**config.mk**
```make
export PLATFORM = sky130hd
export DESIGN_NAME = inst_fetch_queue
export DESIGN_NICKNAME = d
export VERILOG_FILES = /design/src/rtl/inst_fetch_queue.sv
export SDC_FILE = /design/constraint.sdc
export NUM_CORES = 1
export LEC_CHECK = 0
export CAP_MARGIN = 40
export CORE_ASPECT_RATIO = 2
export CORE_MARGIN = 3
export CORE_UTILIZATION = 54
export CTS_CLUSTER_DIAMETER = 40
export DETAILED_ROUTE_END_ITERATION = 12
export GPL_ROUTABILITY_DRIVEN = 0
export GPL_TIMING_DRIVEN = 0
export PLACE_DENSITY = 0.78
export SYNTH_ARGS = -nofsm -noshare
export SYNTH_HDL_FRONTEND = slang
export SYNTH_SLANG_ARGS = --single-unit
export TNS_END_PERCENT = 1
```
**constraint.sdc**
```tcl
create_clock -name clk -period 6.35 [get_ports clk]
set_input_delay 1.27 -clock clk [delete_from_list [all_inputs] [get_ports clk]]
set_output_delay 1.27 -clock clk [all_outputs]
set_load 0.01 [all_outputs]
```
**src/rtl/inst_fetch_queue.sv**
```systemverilog
// FWFT instruction-fetch buffer with program-order ID tagging and flush-on-jump.
// Optional same-cycle bypass of an empty queue when IFQ_BYPASS_EN is defined.
module inst_fetch_queue #(
  parameter int DATA_W   = 32,
  parameter int ADDR_W   = 32,
  parameter int DEPTH    = 4,
  parameter int PID_W    = 2,
  parameter int PID_INIT = 2,
  parameter int PID_STEP = 2
) (
  input  logic                     clk,
  input  logic                     reset,
  input  logic                     flush_i,
  input  logic                     valid_i,
  input  logic [DATA_W-1:0]        inst_i,
  input  logic [ADDR_W-1:0]        instAddr_i,
  output logic                     ready_o,
  output logic                     valid_o,
  output logic [DATA_W-1:0]        inst_o,
  output logic [ADDR_W-1:0]        instAddr_o,
  output logic [PID_W-1:0]         pID_o,
  input  logic                     ready_i,
  output logic [$clog2(DEPTH):0]   count_o,
  output logic                     overflow_o
);

  localparam int IDX_W = $clog2(DEPTH);
  localparam int PTR_W = IDX_W + 1;
  localparam int ENT_W = DATA_W + ADDR_W;

  logic [ENT_W-1:0] mem_q [DEPTH];
  logic [ENT_W-1:0] mem_d [DEPTH];
  logic [PTR_W-1:0] wr_ptr_q, wr_ptr_d;
  logic [PTR_W-1:0] rd_ptr_q, rd_ptr_d;
  logic [PID_W-1:0] pid_q, pid_d;
  logic             overflow_q, overflow_d;

  logic [PTR_W-1:0] count;
  logic [ENT_W-1:0] head;
  logic             full;
  logic             bypass;
  logic             bypass_xfer;
  logic             push;
  logic             pop;

  // Pointers carry one extra MSB so full and empty differ while indices match.
  assign count = wr_ptr_q - rd_ptr_q;
  assign full  = (count == PTR_W'(DEPTH));
  assign head  = mem_q[rd_ptr_q[IDX_W-1:0]];

`ifdef IFQ_BYPASS_EN
  assign bypass = (count == '0) && valid_i && !flush_i;
  always_comb begin
    valid_o    = (count != '0) || bypass;
    inst_o     = head[DATA_W-1:0];
    instAddr_o = head[ENT_W-1:DATA_W];
    if (bypass) begin
      inst_o     = inst_i;
      instAddr_o = instAddr_i;
    end
  end
`else
  assign bypass     = 1'b0;
  assign valid_o    = (count != '0);
  assign inst_o     = head[DATA_W-1:0];
  assign instAddr_o = head[ENT_W-1:DATA_W];
`endif

  assign bypass_xfer = bypass && ready_i;
  assign pop         = valid_o && ready_i && !flush_i;
  // A completed bypass consumes the response without touching storage.
  assign push        = valid_i && !flush_i && (!full || pop) && !bypass_xfer;

  // One slot of headroom is kept for a fetch response already in flight.
  assign ready_o    = (count <= PTR_W'(DEPTH - 2));
  assign count_o    = count;
  assign pID_o      = pid_q;
  assign overflow_o = overflow_q;

  always_comb begin
    mem_d      = mem_q;
    wr_ptr_d   = wr_ptr_q;
    rd_ptr_d   = rd_ptr_q;
    pid_d      = pid_q;
    overflow_d = overflow_q;
    if (flush_i) begin
      rd_ptr_d = wr_ptr_q;
    end else begin
      if (push) begin
        mem_d[wr_ptr_q[IDX_W-1:0]] = {instAddr_i, inst_i};
        wr_ptr_d = wr_ptr_q + PTR_W'(1);
      end
      if (pop && !bypass_xfer) begin
        rd_ptr_d = rd_ptr_q + PTR_W'(1);
      end
      if (pop) begin
        pid_d = pid_q + PID_W'(PID_STEP);
      end
      if (valid_i && full && !pop) begin
        overflow_d = 1'b1;
      end
    end
  end

  always_ff @(posedge clk) begin
    if (reset) begin
      wr_ptr_q   <= '0;
      rd_ptr_q   <= '0;
      pid_q      <= PID_W'(PID_INIT);
      overflow_q <= 1'b0;
    end else begin
      wr_ptr_q   <= wr_ptr_d;
      rd_ptr_q   <= rd_ptr_d;
      pid_q      <= pid_d;
      overflow_q <= overflow_d;
    end
  end

  always_ff @(posedge clk) begin
    mem_q <= mem_d;
  end

endmodule
```
==> results.sh <==
export IMPL_yosysSeqAreaShare_pct=79.9
export IMPL_grt_max_degree=40
export IMPL_crit_fanout=10
export IMPL_syn_area_per_cell_um2=24.3
export IMPL_cts_tree="yes"
export IMPL_drv_slew=0
export IMPL_row_count=69
export IMPL_via_per_inst=5.77
export IMPL_coreArea_um2=17800
export IMPL_drive_gt1_share_pct=21.1
export IMPL_grt_pass1_wl_um=28700
export IMPL_antenna_cells=0
export IMPL_clk_pin_slew_ns=0.07
export IMPL_dr_pass1_iters=4
export IMPL_rsz0062_at_grt="false"
export IMPL_synth_edf_count=256
export IMPL_fp_dieH_um=197
export IMPL_netlist_area_um2=9820
export IMPL_setup_viol=0
export IMPL_yosysTopAreaCell="edfxtp_1"
export IMPL_die_area_um2=19900
export IMPL_ir_drop_v=0.000265
export IMPL_ys_flop_type="edfxtp_1"
export IMPL_grt_pass1_vias=5121
export IMPL_multi_input_area_um2=1880
export IMPL_port_buffers=138
export IMPL_start_util_pct=55.2
export IMPL_hold_class="reg2reg"
export IMPL_required_ns=5.08
export IMPL_clk_latency_ns=0.50
export IMPL_drtIter0Drc=230
export IMPL_power_uw=3840
export IMPL_powerDensity_nw_per_um2=311
export IMPL_hold_viol=0
export IMPL_area_growth_synth_to_final_pct=25.6
export IMPL_drc=0
export IMPL_routed_wl_um=18700
export IMPL_gr_total_overflow=0
export IMPL_layout_common_cells="edfxtp_1 (256), clkdlybuf4s50_1 (138), mux4_2 (64)"
export IMPL_area_sequential_um2=7850
export IMPL_grt_usage_pct=19.1
export IMPL_synth_top_area_share_pct=78.3
export IMPL_syn_inst=404
export IMPL_wl_per_cell_um=23.3
export IMPL_hold_ws_ns=0.513
export IMPL_antenna_found_initial=0
export IMPL_fin_cells=801
export IMPL_cts_resized=0
export IMPL_synth_area_top_cells="edfxtp_1 (78%), mux4_2 (15%), dfxtp_1 (1.6%), ha_1 (0.76%), buf_2 (0.41%)"
export IMPL_cp_arrival_ns=2.89
export IMPL_final_common_cell="edfxtp_1"
export IMPL_synth_async_reset_ratio_pct=0
export IMPL_cts_made_buffers=22
export IMPL_endpoint_kind="output pin"
export IMPL_maxCapViolCount=0
export IMPL_io_pins=141
export IMPL_route_vias_total=4625
export IMPL_worst_pin_slew_ns=0.639
export IMPL_p_leak_uw=0.00396
export IMPL_die_w_um=101
export IMPL_n_fill_cell=1105
export IMPL_cp_start_kind="flip-flop"
export IMPL_ys_warn_count=0
export IMPL_clock_sinks=264
export IMPL_post_place_cells=763
export IMPL_post_cts_buffers=0
export IMPL_cts_hold_buf=0
export IMPL_cts_root_buffer="clkbuf_16"
export IMPL_clock_skew_ns=0.00717
export IMPL_antenna_left=0
export IMPL_dp_hpwl_um=12100
export IMPL_cts_htree_levels=1
export IMPL_ys_ff_latch=264
export IMPL_fmax_ghz=0.240
export IMPL_slew_headroom_pct=57.4
export IMPL_final_util_pct=69.3
export IMPL_critical_path_class="reg2out"
export IMPL_period_share_pct=65.5
export IMPL_status="finished, final reports clean"
export IMPL_finalCriticalPeriod_ns=4.16
export IMPL_final_nets=650
export IMPL_synth_cell_types=36
export IMPL_syn_nets=480
export IMPL_clockBufferDepth=3
[cells in the mapped netlist (2+ instances only)]
cell type and n:
a21oi_1 3, clkbuf_1 6, edfxtp_1 256, buf_2 8, ha_1 6, mux4_2 64, buf_4 2, mux2_2 2
or2_2 2, dfxtp_1 8, nand2b_1 3, inv_1 7, buf_1 2, o211ai_1 4, mux2i_1 2, nor2_1 7
and2_1 3
[worst max-delay path, cell delays in order, from the launching register on]
cell,delay (ns)
dfxtp_1,0.39
inv_1,0.12
ha_1,0.24
fa_1,0.38
xor3_1,0.27
buf_4,0.21
or2_2,0.30
clkdlybuf4s50_1,0.48
[kinds of logic after synthesis]
| logic type | synth area share, % |
|---|---|
| AOI/OAI and AO/OA | 1.16 |
| buffers and inverters | 1.13 |
| xor gates and xnor gates | 0.242 |
| other | 0.0382 |
| adders and majority gates | 0.968 |
| and+or+nand+nor | 1.43 |
| muxes | 15.1 |
| DFF | 79.9 |
[through the flow]
| stage | setup TNS, ns | area (um^2) | worst slack [ns] |
|---|---|---|---|
| floorplan | 0 | 9820 | 1.40 |
| global placement | -55.01 | 11500 | -1.06 |
| detailed placement | 0 | 11600 | 2.65 |
| CTS | 0 | 12300 | 2.17 |
| global route | 0 | 12300 | 2.07 |
| finish | 0 | 12300 | 2.19 |
[metal layers]
| layer | up-vias | share of wire, % | wire (um) | GRT usage [%] |
|---|---|---|---|---|
| li1 | 2044 | - | - | - |
| met1 | 2401 | 36 | 6760 | 23.2 |
| met2 | 142 | 56 | 10400 | 34.2 |
| met3 | 38 | 4.7 | 881 | 2.73 |
| met4 | 0 | 3.1 | 572 | 6.90 |
| met5 | - | 0 | 0 | 0 |
[cell type report]
type / count / share of cell area, %
inverter: 7 / 0.213
buffer: 18 / 0.690
sequential: 264 / 63.6
clock inverter: 10 / 0.832
multi-input combinational: 115 / 15.2
tap: 213 / 2.16
clock buffer: 28 / 4.82
timing repair buffer: 146 / 12.4
[flip-flops by register name, summed over array words and instances (netlist names)]
register and flops:
rd_ptr_q 3, overflow_o 1, wr_ptr_q 3, pID_o 1, mem_q 256
[final timing paths]
path                            slack [ns]                 endpoint  cells after the start                      from
worst max-delay path                  2.19                  valid_o                      7  wr_ptr_q[0]$_SDFFE_PP0P_
worst min register to register        0.51  overflow_o$_SDFFE_PP0P_                      2   overflow_o$_SDFFE_PP0P_
worst min-delay path                  0.51  overflow_o$_SDFFE_PP0P_                      2   overflow_o$_SDFFE_PP0P_
worst max register to register        3.29      mem_q[23]$_DFFE_PP_                      8  wr_ptr_q[0]$_SDFFE_PP0P_
[power breakdown]
part	internal, uW	leakage (uW)	total [uW]	switching, uW
sequential	1960	0.00239	1980	13.9
combinational	306	0.00123	550	244
clock	745	0.000345	1310	569
total	3010	0.00396	3840	827
Note: power is estimated with default switching activity, not from simulation.
